[src/rtl/axis_frame_arbiter.sv]
// Round-robin arbiter: K framed source streams share one N-bit output stream; the grant is held per frame allowance.
// Optional orphan-beat drain when AXIS_FRAME_ARB_DROP_ORPHAN_EN is defined (default build: orphans stall, drop_count = 0).
module axis_frame_arbiter #(
  parameter int K                = 4,
  parameter int N                = 24,
  parameter int FRAMES_PER_GRANT = 1,
  parameter int W_K              = $clog2(K)
) (
  input  logic           clk,
  input  logic           rst,
  input  logic [K*N-1:0] s_axis_tdata,
  input  logic [K-1:0]   s_axis_tfirst,
  input  logic [K-1:0]   s_axis_tvalid,
  output logic [K-1:0]   s_axis_tnext,
  output logic [N-1:0]   m_axis_tdata,
  output logic           m_axis_tfirst,
  output logic           m_axis_tvalid,
  input  logic           m_axis_tnext,
  output logic           grant_valid,
  output logic [W_K-1:0] grant_idx,
  output logic [15:0]    frame_count,
  output logic [15:0]    drop_count
);

  // state   | meaning
  // ST_IDLE | no owner; round-robin search over frame starts after r_rr_ptr
  // ST_GRANT| r_grant_idx owns the output until it starts a frame past its allowance
  typedef enum logic {ST_IDLE, ST_GRANT} state_t;

  state_t         r_state, w_state_nxt;
  logic [W_K-1:0] r_grant_idx, w_grant_idx_nxt;
  logic [W_K-1:0] r_rr_ptr, w_rr_ptr_nxt;
  logic [7:0]     r_frm_cnt, w_frm_cnt_nxt;
  logic [15:0]    r_frame_count;

  logic           w_pick_found;
  logic [W_K-1:0] w_pick;
  logic [K-1:0]   w_grant_mask;
  logic           w_in_grant;
  logic           w_g_valid;
  logic           w_g_first;
  logic           w_end_cond;
  logic           w_m_tvalid;
  logic           w_m_xfer;
  logic [K-1:0]   w_s_tnext;

  always_comb begin
    int             w_idx_int;
    logic [W_K-1:0] w_idx;
    w_pick_found = 1'b0;
    w_pick       = '0;
    for (int off = 1; off <= K; off++) begin
      w_idx_int = int'(r_rr_ptr) + off;
      if (w_idx_int >= K) w_idx_int = w_idx_int - K;
      w_idx = W_K'(w_idx_int);
      if (!w_pick_found && s_axis_tvalid[w_idx] && s_axis_tfirst[w_idx]) begin
        w_pick_found = 1'b1;
        w_pick       = w_idx;
      end
    end
  end

  assign w_in_grant = (r_state == ST_GRANT);
  assign w_g_valid  = s_axis_tvalid[r_grant_idx];
  assign w_g_first  = s_axis_tfirst[r_grant_idx];
  assign w_end_cond = w_in_grant && w_g_valid && w_g_first &&
                      (r_frm_cnt == 8'(FRAMES_PER_GRANT));
  assign w_m_tvalid = w_in_grant && w_g_valid && !w_end_cond;
  assign w_m_xfer   = w_m_tvalid && m_axis_tnext;

  always_comb begin
    w_grant_mask              = '0;
    w_grant_mask[r_grant_idx] = w_in_grant;
  end

`ifdef AXIS_FRAME_ARB_DROP_ORPHAN_EN
  logic [K-1:0]   w_drain;
  logic [W_K:0]   w_drop_inc;
  logic [16:0]    w_drop_sum;
  logic [15:0]    r_drop_count;

  // Held low during reset so no beat is drained while the block is in reset.
  assign w_drain = s_axis_tvalid & ~s_axis_tfirst & ~w_grant_mask & {K{rst}};

  always_comb begin
    w_drop_inc = '0;
    for (int i = 0; i < K; i++) w_drop_inc = w_drop_inc + {{W_K{1'b0}}, w_drain[i]};
  end

  assign w_drop_sum = {1'b0, r_drop_count} + {{(16 - W_K){1'b0}}, w_drop_inc};

  always_ff @(posedge clk or negedge rst) begin
    if (!rst) r_drop_count <= '0;
    else      r_drop_count <= w_drop_sum[16] ? 16'hFFFF : w_drop_sum[15:0];
  end

  assign w_s_tnext  = (w_grant_mask & {K{w_m_xfer}}) | w_drain;
  assign drop_count = r_drop_count;
`else
  assign w_s_tnext  = w_grant_mask & {K{w_m_xfer}};
  assign drop_count = '0;
`endif

  always_comb begin
    w_state_nxt     = r_state;
    w_grant_idx_nxt = r_grant_idx;
    w_rr_ptr_nxt    = r_rr_ptr;
    w_frm_cnt_nxt   = r_frm_cnt;
    case (r_state)
      ST_IDLE: begin
        if (w_pick_found) begin
          w_state_nxt     = ST_GRANT;
          w_grant_idx_nxt = w_pick;
          w_frm_cnt_nxt   = '0;
        end
      end
      ST_GRANT: begin
        if (w_end_cond) begin
          w_state_nxt  = ST_IDLE;
          w_rr_ptr_nxt = r_grant_idx;
        end else if (w_m_xfer && w_g_first) begin
          w_frm_cnt_nxt = r_frm_cnt + 8'd1;
        end
      end
      default: w_state_nxt = ST_IDLE;
    endcase
  end

  always_ff @(posedge clk or negedge rst) begin
    if (!rst) begin
      r_state     <= ST_IDLE;
      r_grant_idx <= '0;
      r_rr_ptr    <= W_K'(K - 1);
      r_frm_cnt   <= '0;
    end else begin
      r_state     <= w_state_nxt;
      r_grant_idx <= w_grant_idx_nxt;
      r_rr_ptr    <= w_rr_ptr_nxt;
      r_frm_cnt   <= w_frm_cnt_nxt;
    end
  end

  always_ff @(posedge clk or negedge rst) begin
    if (!rst)                         r_frame_count <= '0;
    else if (w_m_xfer && w_g_first)   r_frame_count <= r_frame_count + 16'd1;
  end

  assign m_axis_tdata  = s_axis_tdata[int'(r_grant_idx)*N +: N];
  assign m_axis_tfirst = w_g_first;
  assign m_axis_tvalid = w_m_tvalid;
  assign s_axis_tnext  = w_s_tnext;
  assign grant_valid   = w_in_grant;
  assign grant_idx     = r_grant_idx;
  assign frame_count   = r_frame_count;

endmodule

[config.mk]
export PLATFORM = sky130hd
export DESIGN_NAME = axis_frame_arbiter
export DESIGN_NICKNAME = d
export VERILOG_FILES = /design/src/rtl/axis_frame_arbiter.sv
export SDC_FILE = /design/constraint.sdc
export NUM_CORES = 1
export LEC_CHECK = 0
export CAP_MARGIN = 20
export CELL_PAD_IN_SITES_DETAIL_PLACEMENT = 0
export CELL_PAD_IN_SITES_GLOBAL_PLACEMENT = 1
export CORE_MARGIN = 2
export CORE_UTILIZATION = 24
export CTS_CLUSTER_SIZE = 16
export DETAILED_ROUTE_END_ITERATION = 8
export PLACE_DENSITY = 0.83
export SYNTH_ARGS = -nofsm -noshare
export SYNTH_HDL_FRONTEND = slang
export SYNTH_SLANG_ARGS = --single-unit
[constraint.sdc]
create_clock -name clk -period 2.4 [get_ports clk]
set_input_delay 0.72 -clock clk [delete_from_list [all_inputs] [get_ports clk]]
set_output_delay 0.72 -clock clk [all_outputs]
set_load 0.01 [all_outputs]
==> out/qor.csv <==
stage,metric,value,unit
clock_network,clk_latency,0.28,ns
setup_path,cp-start-kind,input pin,
yosys,synth_edf_count,0,
drt,drc_errors,0,
setup_path,reg2reg_from,grant_idx[1]$_DFFE_PN0P_,
finish,area_growth,83.2,%
sta,finalCritPeriodShare,105,%
setup_path,critPathCaptureType,output pin,
drt,viasPerCell,4.65,
clock_network,numClockSinks,29,
drt,wl,9100,um
finish,final_core_util,45.6,%
sta,fmax,0.397,GHz
clock_network,cts_root_buffer,clkbuf_8,
grt,antenna_found_initial,5,
yosys,yosysTopAreaCellShare,29.2,%
grt,grt_pass1_wl,12800,um
setup_path,slowest_stage,mux4_2,
status,status,finished with violations,
die,die_h,102,um
setup_path,cp_max_fo,5,
placement,hpwl,7580,um
grt,overflow,0,
placement,routabilityCongestion,0.846,
power,ir_worst_vdd,0.413,mV
sta,fin_crit,2.52,ns
yosys,yosys.area.top_type,dfrtp_1,
setup_path,slowest_delay,0.55,ns
finish,final_cell_mix,"100 x dlygate4sd2_1, 31 x buf_6, 28 x buf_4",
sta,hold_violations,0,
sta,final.setup.worst_slack,-0.117,ns
die,fp.dieW,102,um
yosys,syn_area,2310,um^2
finish,layout.nets,507,
sta,rsz0062_at_grt,yes,
power,power_density,834,nW/um^2
setup_path,critPathLaunch,s_axis_tfirst[3],
status,violations,negative setup slack,
clock_network,cts_buffers,5,
setup_path,critPathArrivalTime,1.80,ns
clock_network,path_clk_slew,0.06,ns
yosys,synthCells,213,
run,maxCapViolations,0,
setup_path,cp_num_buf_inv,2,
finish,seqCellArea,731,um^2
power,leakage,1.97,nW
yosys,yosysSeqAreaShare,31.5,%
drt,num_vias,2466,
finish,final_common_cell,dlygate4sd2_1,
grt,grt_pass1_vias,2475,
yosys,synth-seq-cells,29,
die,pin_count,172,
clock_network,cts_tree,done,
drt,drtPass1Iterations,4,
placement,port_buffers,155,
yosys,ys.flop_type,dfrtp_1,
die,fp.coreArea,9280,um^2
drt,drt_iter0_markers,53,
yosys,postSynthAreaPerCell,10.9,um^2
setup_path,cp_common_cell,buf_6,
yosys,synthTopCellsByArea,"dfrtp_1 29%, mux4_2 24%, buf_4 6.2%",
yosys,async_reset_ff_share,100,%
hold_path,min-delay-start,frame_count[15]$_DFFE_PN0N_,
placement,pre_cts_ws,-0.864,ns
clock_network,clock_path_buffers,2,
yosys,synth-warning-count,0,
hold_path,holdCritPathClass,flop to flop,
finish,multi_input_area,1520,um^2
sta,setup_violations,6,
finish,drive_gt1_share,29.6,%
drt,wl_per_cell,17.2,um
die,start_util,24.9,%
setup_path,critical_path_required,1.68,ns
grt,grt_max_degree,30,
sta,drv_slew,0,
setup_path,critical_path.top_delay_family,multiplexers,
finish,nFillCells,930,
clock_network,htreeDepth,2,
die,die_area,10400,um^2
grt,grt_usage,16.5,%
die,placementRows,35,
setup_path,path_cells,"buf_6, mux4_2, nand4_4, and3_4, buf_6",
drt,drtAntennaViolNets,0,
sta,skew,0.00676,ns
yosys,synth.distinct_cells,38,
setup_path,crit_type,input pin to output pin,
[sequential cells by signal, summed over array words and instances (netlist names)]
register	flops
r_frm_cnt	8
frame_count	16
r_rr_ptr	2
grant_valid	1
grant_idx	2
[cell type report]
class / instances / area share, %
Multi-Input combinational cell: 170 / 35.9
Timing Repair Buffer: 186 / 40.3
Sequential cell: 29 / 17.3
Antenna cell: 3 / 0.177
Tap cell: 129 / 3.81
Inverter: 5 / 0.443
Clock buffer: 8 / 2.13
[cells by family after synthesis]
| group | share of synthesized area, % |
|---|---|
| AO/OA/AOI/OAI | 6.17 |
| XOR/XNOR | 6.06 |
| adder cells (fa/ha/maj) | 1.62 |
| buffers and inverters | 7.90 |
| flip-flops | 31.5 |
| multiplexers | 28.9 |
| other | 0.162 |
| AND/OR/NAND/NOR | 17.7 |
[metal layers]
layer	global-route usage, %	part of all wire (%)	vias up
li1	-	-	1140
met1	16.3	33	1192
met2	32.7	57	116
met3	4.17	7.3	18
met4	6.26	2.7	0
met5	0	0	-
[synthesized netlist by cell type, types with 2 or more instances]
cell,n
and3_1,3
buf_2,2
nor2_1,15
o21ai_0,7
mux4_2,25
inv_1,5
xnor2_1,4
nor3_1,3
nor4_1,7
nand4_1,4
nand3_1,15
nand2_1,19
buf_4,19
mux2_2,4
clkbuf_1,3
dfrtp_1,27
or3_1,3
dfstp_2,2
and2_1,4
a21oi_1,5
o31ai_1,2
xor2_1,12
ha_1,3
mux2i_1,6
[metrics by stage]
step | hold WS, ns | std cells | power (mW) | cell area (um^2) | TNS [ns]
final | 0.481 | 530 | 3.53 | 4240 | -0.626
after global routing | 0.511 | 530 | 3.74 | 4240 | -0.705
after CTS | 0.488 | 525 | 3.52 | 4170 | -0.631
after detailed placement | 0.475 | 514 | 3.02 | 4140 | -17.83
after global placement | 0.460 | 514 | 3.00 | 4140 | -16.98
after floorplan | 0.424 | 228 | 1.88 | 2380 | 0
[repair_timing]
item                       in CTS  in global routing
gates resized for setup       274                 10
hold buffers                    0                  0
cloned                          0                  0
setup endpoints to repair      31                  6
pin swaps                       3                  4
buffers inserted                3                  2
[path summary, 6_finish.rpt]
path | end | slack, ns | depth (start not counted)
max in group asynchronous | r_rr_ptr[0]$_DFFE_PN1P_ | 1.27 | 2
worst min register to register | frame_count[15]$_DFFE_PN0N_ | 0.48 | 1
worst min-delay path | frame_count[15]$_DFFE_PN0N_ | 0.48 | 1
worst max register to register | frame_count[15]$_DFFE_PN0N_ | 0.31 | 7
worst max-delay path | s_axis_tnext[3] | -0.12 | 5
min in group asynchronous | frame_count[5]$_DFFE_PN0N_ | 0.82 | 2
[power by group]
part	internal [mW]	total (mW)	switching [mW]
combinational	1.38	2.38	1.00
sequential	0.597	0.740	0.144
clock	0.233	0.414	0.180
(Power assumes the default switching activity.)
